## src/rtl/mux_arb_ctrl.sv

```systemverilog
// Round-robin arbiter that drives a shared output mux and forwards the owner's valid/ready stream.
// Define MUX_ARB_PKT_LOCK_EN to hold the grant until a beat with last=1 is transferred.
//
// state | meaning
// IDLE  | no owner; outputs forced to 0; waiting for any req_valid
// GRANT | owner's stream routed to the output port
module mux_arb_ctrl #(
    parameter int N_REQ = 4,
    parameter int DATA_W = 8,
    localparam int SEL_W = $clog2(N_REQ)
) (
    input  logic                    clk,
    input  logic                    rst,
    input  logic [N_REQ-1:0]        req_valid,
    input  logic [N_REQ*DATA_W-1:0] req_data,
    input  logic [N_REQ-1:0]        req_last,
    output logic [N_REQ-1:0]        req_ready,
    output logic                    out_valid,
    output logic [DATA_W-1:0]       out_data,
    output logic                    out_last,
    input  logic                    out_ready,
    output logic [SEL_W-1:0]        out_sel,
    output logic                    busy
);

    localparam logic [0:0] IDLE  = 1'b0;
    localparam logic [0:0] GRANT = 1'b1;

    logic [0:0]       state;
    logic [SEL_W-1:0] owner;
    logic [SEL_W-1:0] ptr;
    logic [SEL_W:0]   idle_pick;
    logic [SEL_W:0]   next_pick;
    logic             xfer;
    logic             complete;

    // Modulo add that stays correct for non-power-of-two N_REQ.
    function automatic logic [SEL_W-1:0] wrap_add(input logic [SEL_W-1:0] base, input int k);
        int sum;
        sum = (int'(base) + k) % N_REQ;
        return SEL_W'(sum);
    endfunction

    // Returns {found, index} of the first valid requester at start+first_k .. start+N_REQ-1.
    function automatic logic [SEL_W:0] rr_scan(input logic [N_REQ-1:0] valid,
                                               input logic [SEL_W-1:0] start,
                                               input int first_k);
        logic [SEL_W:0]   pick;
        logic [SEL_W-1:0] idx;
        pick = '0;
        for (int k = first_k; k < N_REQ; k++) begin
            idx = wrap_add(start, k);
            if (!pick[SEL_W] && valid[idx]) begin
                pick = {1'b1, idx};
            end
        end
        return pick;
    endfunction

    always_comb begin
        idle_pick = rr_scan(req_valid, ptr, 0);
        next_pick = rr_scan(req_valid, owner, 1);
        xfer      = (state == GRANT) && req_valid[owner] && out_ready;
`ifdef MUX_ARB_PKT_LOCK_EN
        complete  = xfer && req_last[owner];
`else
        complete  = xfer;
`endif
    end

    always_ff @(posedge clk or posedge rst) begin
        if (rst) begin
            state <= IDLE;
            owner <= '0;
            ptr   <= '0;
        end else begin
            case (state)
                IDLE: begin
                    if (idle_pick[SEL_W]) begin
                        owner <= idle_pick[SEL_W-1:0];
                        state <= GRANT;
                    end
                end
                GRANT: begin
                    if (complete) begin
                        ptr <= wrap_add(owner, 1);
                        // Handover without a bubble when someone else is waiting.
                        if (next_pick[SEL_W]) begin
                            owner <= next_pick[SEL_W-1:0];
                        end else begin
                            state <= IDLE;
                        end
                    end
                end
                default: state <= IDLE;
            endcase
        end
    end

    always_comb begin
        out_valid = 1'b0;
        out_data  = '0;
        out_last  = 1'b0;
        req_ready = '0;
        if (state == GRANT) begin
            out_valid        = req_valid[owner];
            out_data         = req_data[owner*DATA_W +: DATA_W];
            out_last         = req_last[owner];
            req_ready[owner] = out_ready;
        end
    end

    assign out_sel = owner;
    assign busy    = (state == GRANT);

endmodule

```

## config.mk

```make
export PLATFORM = sky130hd
export DESIGN_NAME = mux_arb_ctrl
export DESIGN_NICKNAME = d
export VERILOG_FILES = /design/src/rtl/mux_arb_ctrl.sv
export SDC_FILE = /design/constraint.sdc
export NUM_CORES = 1
export LEC_CHECK = 0
export BUFFER_PORTS_ARGS = -buffer_cell sky130_fd_sc_hd__buf_2
export CAP_MARGIN = 15
export CORE_UTILIZATION = 30
export CTS_BUF_LIST = sky130_fd_sc_hd__clkbuf_4
export CTS_CLUSTER_DIAMETER = 80
export CTS_CLUSTER_SIZE = 20
export DETAILED_ROUTE_END_ITERATION = 12
export PLACE_DENSITY = 0.69
export SLEW_MARGIN = 20
export SYNTH_ARGS = -nofsm -noshare
export SYNTH_HDL_FRONTEND = slang
export SYNTH_SLANG_ARGS = --single-unit
```

## constraint.sdc

```tcl
create_clock -name clk -period 5.7 [get_ports clk]
set_input_delay 1.14 -clock clk [delete_from_list [all_inputs] [get_ports clk]]
set_output_delay 1.14 -clock clk [all_outputs]
set_load 0.02 [all_outputs]
```

Word-level counts from Yosys, hierarchy flattened:

Cells that the tools add are included.

* flip-flop bits (word level): 5
* input port bits: 43
* output and inout port bits: 17
* word-level logic and storage cells: 78

* $add $sub $neg: 6
* $lt $le $gt $ge: 9
* equal/unequal tests: 3
* shifts and indexed selects: 1
* multiplexer cells: 39
* bitwise logic cells: 2
* reductions and logical operators: 15

Operator list (number)
* $shiftx A32 B6 Y8: 1
* $lt A2 B3 Y1 const B: 8
* $mux W3: 7
* $bmux W1 S2: 9
* $mux W1: 15
* $add A2 B2 Y2 const B: 4
* $logic_and A1 B1 Y1: 8
* $mux W8: 1
* $mux W2: 3
* $logic_not A1 Y1: 5
* $add A2 B1 Y2 const B: 2
* $and A4 B4 Y4: 1
* $mux W4: 1
* $ne A2 B1 Y1 const B: 2
* $pmux W2 S2: 1
* $reduce_and A3 Y1: 1
* $demux W1 S2: 1
* $ge A2 B1 Y1 const B: 1
* $ne A2 B2 Y1 const B: 1
* $pmux W1 S2: 1
* $reduce_and A2 Y1: 1
* $not A1 Y1: 1

Logic depth before layout (Yosys ltp):

Gate-level depths: netlist of run 1.

* depth after elaboration: 14
* gate-level depth with buffers: 8
* gate-level depth less buffers: 7

Worst setup path after synthesis of run 1:

Ideal clock, no wire load.

* path type: input-to-output
* start: input req_valid[3]
* end: output out_valid
* data arrival time: 1861 ps
* data required time: 4560 ps
* slack: 2699 ps
* stages: 4
* buffers on the path: 1
* path through: buf_2 > mux2i_2 > mux2i_4 > and2_1

* word-level cells in the longest chain between the ends: 3

RTL lines
* start, declared: RTL line 14 `input logic [N_REQ-1:0] req_valid,`
* $bmux W1 S2: RTL line 106 `out_valid = req_valid[owner];`
* $mux W1 (implied by the code): RTL line 106
* $mux W1: RTL line 105 `if (state == GRANT) begin`
* end, declared: RTL line 18 `output logic out_valid,`

Every way passes these cells. The select of a mux whose other input is x is not followed.

Worst setup path in the final report of run 1:

* start: register owner[0], in the netlist out_sel[0]
* end: output out_data[6]

* word-level cells in the longest chain between the ends: 2

RTL lines
* start, declared: RTL line 30 `logic [SEL_W-1:0] owner;`
* start signal, assigned: RTL line 80 `owner <= idle_pick[SEL_W-1:0];`
* start signal, assigned: RTL line 89 `owner <= next_pick[SEL_W-1:0];`
* $shiftx A32 B6 Y8: RTL line 107 `out_data = req_data[owner*DATA_W +: DATA_W];`
* $mux W8: RTL line 105
* end, declared: RTL line 19 `output logic [DATA_W-1:0] out_data,`

Every way passes these cells.

==> results.cfg, run 1 <==
[clock_tree]
cts_tree = built
htreeDepth = 1
clkLatencyLatePin_ns = 0.24
path_clk_slew_ns = 0.04
cts_root_buf = clkbuf_4
cts-resized-gates = 0
clock_path_buffers = 2
cts.sinks = 5
hold_buffers = 0
post_cts_buffers = 0
cts_buffers = 3

[worst_setup_path]
required_ns = 4.56
end_kind = output port
r2r_start = out_sel[0]
cp_max_fo = 23
cp-start-kind = register
path_class = reg -> out
rrSetupSlack_ns = 2.97
reg2regPathDepth = 7
cp_data_arrival_time_ns = 2.16
reg2reg_to = out_sel[0]

[synth]
synthesis.area_um2 = 970
yosysWarningCount = 0
synth_cell_types = 39
syn_nets = 151
ys_seq_area_share_pct = 12.9
synth.area.top_cells = mux4_2, dfrtp_1, and2_1
syn_avg_cell_area_um2 = 9.32
yosys.area.top_type_share_pct = 23.2
synth_edf_count = 0
dominantRegCellSynth = dfrtp_1
async_flop_share_pct = 100
synthCells = 104
synth_top_cell_by_area = mux4_2
ys_ff_latch = 5

[floorplan]
initial_utilization_pct = 31.8
num_rows = 20
die_w_um = 58.9
coreArea_um2 = 3050
die_area_um2 = 3460
io_pins = 60
die_h_um = 58.9

[global_route]
grt_first_pass_wirelength_um = 4020
grt_max_degree = 24
grt_pass1_vias = 940
antenna_found_initial = 0
track_usage_pct = 15.1
grt_overflow_total = 0

[min_path]
hold_path.class = reg -> reg
whs_path_depth = 2
min_from = ptr[0]
min_to = ptr[0]

[route]
drtAntennaViolNets = 0
avgRoutedWirePerCell_um = 13.2
drt-initial-drc-count = 29
via_count = 1042
via_per_inst = 5.18
drc = 0
wl_um = 2650
dr.pass1.iters = 4

[power]
p_sw_mw = 0.298
p_leak_nw = 0.616
seqPwrFrac_pct = 20.8
power_frac_clock_pct = 7.6
powerDensity_nw_per_um2 = 462
ir_drop_v = 0.000221
power_frac_comb_pct = 71.7
internal_power_mw = 0.298
p_sw_share_pct = 50.0

[sta]
maxSlewHeadroom_pct = 33.5
finalCriticalPeriod_ns = 3.30
setup_tns_ns = 0
setup_viol = 0
fmax_ghz = 0.303
hold_viol = 0
clock_skew_ns = 0.00321
rsz0062_at_grt = no
slew_viol_final = 0
tightest_slew_ns = 0.997
post-route-period-util_pct = 57.9

[place]
place_area_um2 = 1260
port_buffers = 59
dp_hpwl_um = 2100
gp_congestion = 0.779

[layout]
seqCellArea_um2 = 125
design_area_um2 = 1290
area_growth_pct = 33.2
n_antenna_cell = 0
multi_input_area_um2 = 759
n_fill_cell = 308
drive_above_1_share_pct = 51.6
nets = 205

[job]
max_cap_viol_count = 0

[status]
outcome = completed
[cell families after synthesis]
| group | synth area share (%) |
|---|---|
| buffers and inverters | 8.77 |
| AO/OA/AOI/OAI | 20.1 |
| flip-flops | 12.9 |
| multiplexers | 32.4 |
| adder cells (fa/ha/maj) | 5.16 |
| AND/OR/NAND/NOR | 20.6 |
[synthesized netlist by cell type (2+ instances only)]
cell	number
nor3_1	2
inv_1	6
nor2_1	3
nand2b_1	2
clkbuf_1	2
nor2b_1	5
buf_6	2
a21oi_1	4
dfrtp_1	5
o21ai_0	9
and2_1	10
mux2i_1	3
nand2_1	4
buf_2	5
mux4_2	10
mux2_1	2
ha_1	4
and3_1	5
[cell type report]
class	instances	area share, %
clock buffer	4	2.33
multi-input combinational	82	58.8
inverter	7	2.03
sequential	5	9.69
timing repair buffer	59	22.9
tap	44	4.26
[sequential cells by signal, indices dropped and copies added, names as in the netlist]
| signal | flops |
|---|---|
| busy | 1 |
| out_sel | 2 |
| ptr | 2 |
[power groups by stage]
stage | Sequential (mW) | Clock, mW | Combinational, mW
2_1_floorplan | 0.0812 | 0 | 0.368
3_3_place_gp | 0.123 | 0 | 0.420
3_5_place_dp | 0.126 | 0 | 0.428
4_1_cts | 0.126 | 0.0469 | 0.430
5_1_grt | 0.133 | 0.0491 | 0.468
6_report | 0.124 | 0.0453 | 0.428
[per-stage QoR]
stage,hold slack (ns),cells,setup WS [ns],utilization [%],power [mW]
after floorplan,0.557,104,2.70,-,0.449
after global placement,0.601,197,2.55,41.3,0.544
after detailed placement,0.646,197,2.52,41.3,0.555
after CTS,0.653,201,2.36,42.3,0.602
after global routing,0.684,201,2.23,42.3,0.651
final,0.647,201,2.40,42.3,0.597
[routing by layer]
layer / vias to the layer above / wire (µm) / GRT usage, %
met5: - / 0 / 0
met4: 0 / 30 / 4.42
met3: 4 / 271 / 2.86
met2: 60 / 1270 / 29.2
met1: 481 / 1080 / 16.3
li1: 497 / - / -
[worst max path at each step]
stage | from | end | slack [ns]
2_1_floorplan | req_valid[3] | out_valid | 2.70
3_3_place_gp | req_valid[3] | out_valid | 2.55
3_5_place_dp | req_valid[1] | out_valid | 2.52
4_1_cts | out_sel[0] | out_data[6] | 2.36
5_1_grt | out_sel[0] | out_data[6] | 2.23
6_report | out_sel[0] | out_data[6] | 2.40
[worst max-delay path: stages (launching register included)]
cell	delay [ns]
dfrtp_1	0.99
mux4_2	0.60
and2_1	0.16
buf_2	0.15
[cell usage in the layout, fill, tap and decap left out, types with 5 or more instances in the layout]
cell type  instances
inv_1              6
buf_2             59
o21ai_0            9
nor2b_1            5
dfrtp_1            5
and2_1            10
mux4_2            10
and3_1             5
No activity file was read; power rests on OpenSTA's default activity.
==> inputs of run 2 (changes only) <==
Settings changed: PLACE_DENSITY 0.69 to 0.72.
Clock period 5.7 ns to 2.7 ns, I/O delays scaled along.
==> run 2 against run 1 <==
  * Sequential power rose by 42%
  * Clock power rose by 110%
  * Flip-flop and latch count unchanged
  * Power is 120% higher
  * Global-route usage increased by 1.2 points
  * Utilization rose by 0.74 points
  * Highest routed layer unchanged
==> results.cfg, run 2 (same netlist as run 1, synthesis figures left out) <==
[power]
p_sw_mw = 0.637
p_leak_nw = 0.630
p_sw_share_pct = 49.3
internal_power_mw = 0.655
seqPwrFrac_pct = 13.6
power_frac_clock_pct = 7.5
power_frac_comb_pct = 78.9
powerDensity_nw_per_um2 = 984
ir_drop_v = 0.000350

[sta]
finalCriticalPeriod_ns = 2.39
hold_viol = 0
fmax_ghz = 0.419
tightest_slew_ns = 0.631
maxSlewHeadroom_pct = 57.9
setup_tns_ns = 0
clock_skew_ns = 0.00250
post-route-period-util_pct = 88.4
slew_viol_final = 0
setup_viol = 0
rsz0062_at_grt = no

[status]
outcome = completed

[floorplan]
die_area_um2 = 3460
coreArea_um2 = 3050
io_pins = 60
die_w_um = 58.9
die_h_um = 58.9
initial_utilization_pct = 31.8
num_rows = 20

[worst_setup_path]
reg2regPathDepth = 7
end_kind = output port
cp_num_buf_inv = 2
reg2reg_to = out_sel[0]
rrSetupSlack_ns = 0.57
cp_top_family = flip-flops
path_cells = buf_4 -> mux4_2 -> and2_1 -> buf_2
required_ns = 2.16
cp_max_fo = 10
cpPeakStageDelay_ns = 0.51
r2r_start = out_sel[0]
worstSetupPathDepth = 4
cp_data_arrival_time_ns = 1.85
cp_slowest_cell = dfrtp_1
path_class = reg -> out
cp-start-kind = register

[route]
drc = 0
dr.pass1.iters = 4
wl_um = 2570
via_count = 1042
drtAntennaViolNets = 0
drt-initial-drc-count = 23
via_per_inst = 5.11
avgRoutedWirePerCell_um = 12.6

[layout]
drive_above_1_share_pct = 52.5
n_antenna_cell = 0
final_util_pct = 43.0
nets = 208
mostFrequentLayoutCells = buf_2, mux4_2, and2_1
area_growth_pct = 35.5
final_common_cell = buf_2

[min_path]
hold_path.class = in -> async

[place]
gp_congestion = 0.821
port_buffers = 59
dp_hpwl_um = 2030

[clock_tree]
hold_buffers = 0
post_cts_buffers = 0
path_clk_slew_ns = 0.04
cts_tree = built
cts-resized-gates = 0
cts_root_buf = clkbuf_4
cts_buffers = 3
clkLatencyLatePin_ns = 0.24
cts.sinks = 5
htreeDepth = 1
clock_path_buffers = 2

[global_route]
track_usage_pct = 16.3
grt_overflow_total = 0
grt_first_pass_wirelength_um = 4290
grt_pass1_vias = 960
antenna_found_initial = 0
grt_max_degree = 24

[job]
max_cap_viol_count = 0
## run 2: cell types whose count changed in the layout (fill, tap and decap cells not counted), sizes merged
| cell | before | now |
|---|---|---|
| buf | 59 | 62 |
## run 2: worst register-to-register path, stage by stage (launching register included)
cell      delay (ns)
dfrtp_1         0.51
inv_1           0.14
ha_1            0.34
inv_1           0.12
o311ai_1        0.30
a221o_1         0.20
mux2i_1         0.08
mux2_1          0.32
## run 2: worst max-delay path by stage
stage	startpoint	to
floorplan	out_sel[0]	out_data[0]
global placement	req_valid[2]	out_sel[0]
detailed placement	out_sel[0]	out_data[1]
CTS	out_sel[0]	out_data[1]
global route	out_sel[0]	out_data[0]
finish	out_sel[0]	out_data[1]
## run 2: final cells by class
class | count | area, µm²
repair buffers | 62 | 318
flip-flops and latches | 5 | 125
well taps | 44 | 55.1
inverters | 7 | 26.3
clock buffers | 4 | 30.0
multi-input cells | 82 | 759
fillers | 334 | 1740
## run 2: power groups by stage
stage	Clock, mW	Combinational, mW	Sequential, mW
6_report	0.0967	1.02	0.176
5_1_grt	0.109	1.14	0.186
4_1_cts	0.101	1.03	0.175
3_5_place_dp	0	1.02	0.177
3_3_place_gp	0	1.00	0.174
2_1_floorplan	0	0.777	0.171
## run 2: routing by layer
layer	wire length, µm	global-route usage, %	up-vias	share of wire, %
li1	-	-	506	-
met1	1100	20.2	487	43
met2	1270	26.8	43	49
met3	174	4.40	6	6.8
met4	28	6.12	0	1.1
met5	0	0	-	0
## run 2: metrics by stage
stage / hold slack, ns / cells / setup WS [ns] / instance area (µm²) / total power [mW]
2_1_floorplan: 0.319 / 104 / 0.467 / 970 / 0.949
3_3_place_gp: 0.444 / 200 / 0.574 / 1280 / 1.18
3_5_place_dp: 0.443 / 200 / 0.572 / 1280 / 1.20
4_1_cts: 0.180 / 204 / 0.298 / 1310 / 1.30
5_1_grt: 0.187 / 204 / 0.186 / 1310 / 1.43
6_report: 0.179 / 204 / 0.314 / 1310 / 1.29
==> inputs of run 3 (changes only) <==
Settings changed: ABC_AREA set to 1, PLACE_DENSITY 0.72 to 0.7.
==> run 3 against run 2 <==
  * Register-to-register slack better by 0.11 ns
  * Global-route usage is 0.72 points higher
  * Hold slack better by 0.0080 ns
  * Synthesized cell count is 110% higher
  * Setup slack better by 0.099 ns
  * Clock-buffer cell count stayed put
  * Sequential power is 27% higher
  * Fmax is 4.3% higher
  * Largest cell class unchanged
==> results.cfg, run 3 <==
[min_path]
hold_path.class = in -> async

[worst_setup_path]
path_class = reg -> out
cpPeakStageDelay_ns = 0.65
cp-start-kind = register
end_kind = output port
cp_slowest_cell = dfrtp_1
cp_max_fo = 16
required_ns = 2.16
cp_data_arrival_time_ns = 1.75
path_cells = inv_1 -> buf_4 -> nor2_1 -> o21ai_0 -> a21oi_1 -> buf_2

[synth]
ys_ff_latch = 5
synth.area.top_cells = nand2_1, nor2_1, dfrtp_1
synth_most_common_cell = nand2_1
synth_commonest_cells = nand2_1, nor2_1, o21ai_0, inv_1, a21oi_1
dominantRegCellSynth = dfrtp_1
ys_seq_area_share_pct = 11.3
synthesis.area_um2 = 1110
synth_cell_types = 22
syn_nets = 262
synth_edf_count = 0
async_flop_share_pct = 100
synth_top_cell_by_area = nand2_1
synthCells = 215
syn_avg_cell_area_um2 = 5.16
yosys.area.top_type_share_pct = 23.0
yosysWarningCount = 0

[power]
powerDensity_nw_per_um2 = 1240
p_leak_nw = 0.866
finalPower_mw = 1.82
ir_drop_v = 0.000610

[layout]
mostFrequentLayoutCells = nand2_1, buf_2, nor2_1
finalNonFillerCells = 318
final_common_cell = nand2_1
n_antenna_cell = 0
nets = 320
drive_above_1_share_pct = 31.3
n_fill_cell = 370
area_growth_pct = 32.6

[sta]
setup_tns_ns = 0
tightest_slew_ns = 0.515
clock_skew_ns = 0.00422
hold_viol = 0
timing.final.ws_setup_ns = 0.413
finalCriticalPeriod_ns = 2.29
fmax_ghz = 0.437
rsz0062_at_grt = no
setup_viol = 0
slew_viol_final = 0
post-route-period-util_pct = 84.7
maxSlewHeadroom_pct = 65.7

[global_route]
track_usage_pct = 17.0
antenna_found_initial = 0
grt_overflow_total = 0
grt_max_degree = 19
grt_first_pass_wirelength_um = 5580
grt_pass1_vias = 1301

[place]
port_buffers = 59
place_ws_ns = 0.667
dp_hpwl_um = 2710
numPlacedInstances = 314
gp_congestion = 0.879

[clock_tree]
cts_buffers = 3
cts-resized-gates = 0
hold_buffers = 0
cts.sinks = 5
cts_tree = built
clock_path_buffers = 2
cts_root_buf = clkbuf_4
post_cts_buffers = 0
path_clk_slew_ns = 0.05
clkLatencyLatePin_ns = 0.24
htreeDepth = 1

[floorplan]
initial_utilization_pct = 32.2
num_rows = 21
die_w_um = 62.8
die_area_um2 = 3940
coreArea_um2 = 3440
io_pins = 60
die_h_um = 62.8

[status]
outcome = completed

[route]
via_per_inst = 4.79
wl_um = 3400
drc = 0
via_count = 1523
drtAntennaViolNets = 0
avgRoutedWirePerCell_um = 10.7
drt-initial-drc-count = 63
dr.pass1.iters = 4

[job]
max_cap_viol_count = 0
## run 3: cell types whose count changed after synthesis, moves of 4 or more
cell and delta:
o21ai_0 +15, mux4_2 -10, nand2_1 +64, inv_1 +9, and3_1 -5, nand3_1 +10
nor2b_1 -5, a21oi_1 +8, clkbuf_1 +4, and2_1 -10, nor2_1 +40
## run 3: report_power, final
group | internal [mW] | switching, mW | leakage [nW]
clock network | 0.0659 | 0.0311 | 0.0184
registers | 0.109 | 0.115 | 0.0570
logic | 0.528 | 0.972 | 0.790
## run 3: worst paths after layout
kind,slack (ns),endpoint,cells past startpoint,startpoint
worst max-delay path,0.41,out_data[4],6,out_sel[1]
worst min-delay path,0.19,ptr[0],2,rst
worst max register to register,0.68,out_sel[0],12,out_sel[1]
worst min register to register,0.77,ptr[1],2,ptr[1]
max in group asynchronous,2.34,busy,2,rst
min in group clk,0.73,busy,3,out_ready
## run 3: worst max-delay path, delay by kind of cell, from the launching register on
family / cells / cell delay (ns)
DFF: 1 / 0.65
buffers and inverters: 3 / 0.52
AOI/OAI and AO/OA: 2 / 0.23
and+or+nand+nor: 1 / 0.10
## run 3: layout make-up
cell class,count,area (µm²),share of cell area (%)
flip-flops and latches,5,125,8.51
repair buffers,62,318,21.6
well taps,46,57.6,3.91
inverters,19,71.3,4.85
clock buffers,4,30.0,2.04
multi-input cells,182,868,59.1
## run 3: logic make-up after synthesis
| group | synth area share [%] |
|---|---|
| buffers and inverters | 10.4 |
| flip-flops | 11.3 |
| AND/OR/NAND/NOR | 55.0 |
| adder cells (fa/ha/maj) | 4.51 |
| AO/OA/AOI/OAI | 18.8 |
## run 3: per-layer routing
layer | up-vias | wire length [µm] | GRT usage, %
li1 | 800 | - | -
met1 | 673 | 1490 | 22.3
met2 | 44 | 1720 | 29.2
met3 | 6 | 149 | 2.19
met4 | 0 | 34 | 3.78
met5 | - | 0 | 0
## run 3: stage by stage
step	instance area, µm²	hold slack [ns]	utilization [%]
after floorplan	1110	0.319	-
after global placement	1440	0.447	41.8
after detailed placement	1440	0.451	41.8
after CTS	1470	0.193	42.7
after global routing	1470	0.206	42.7
final	1470	0.187	42.7
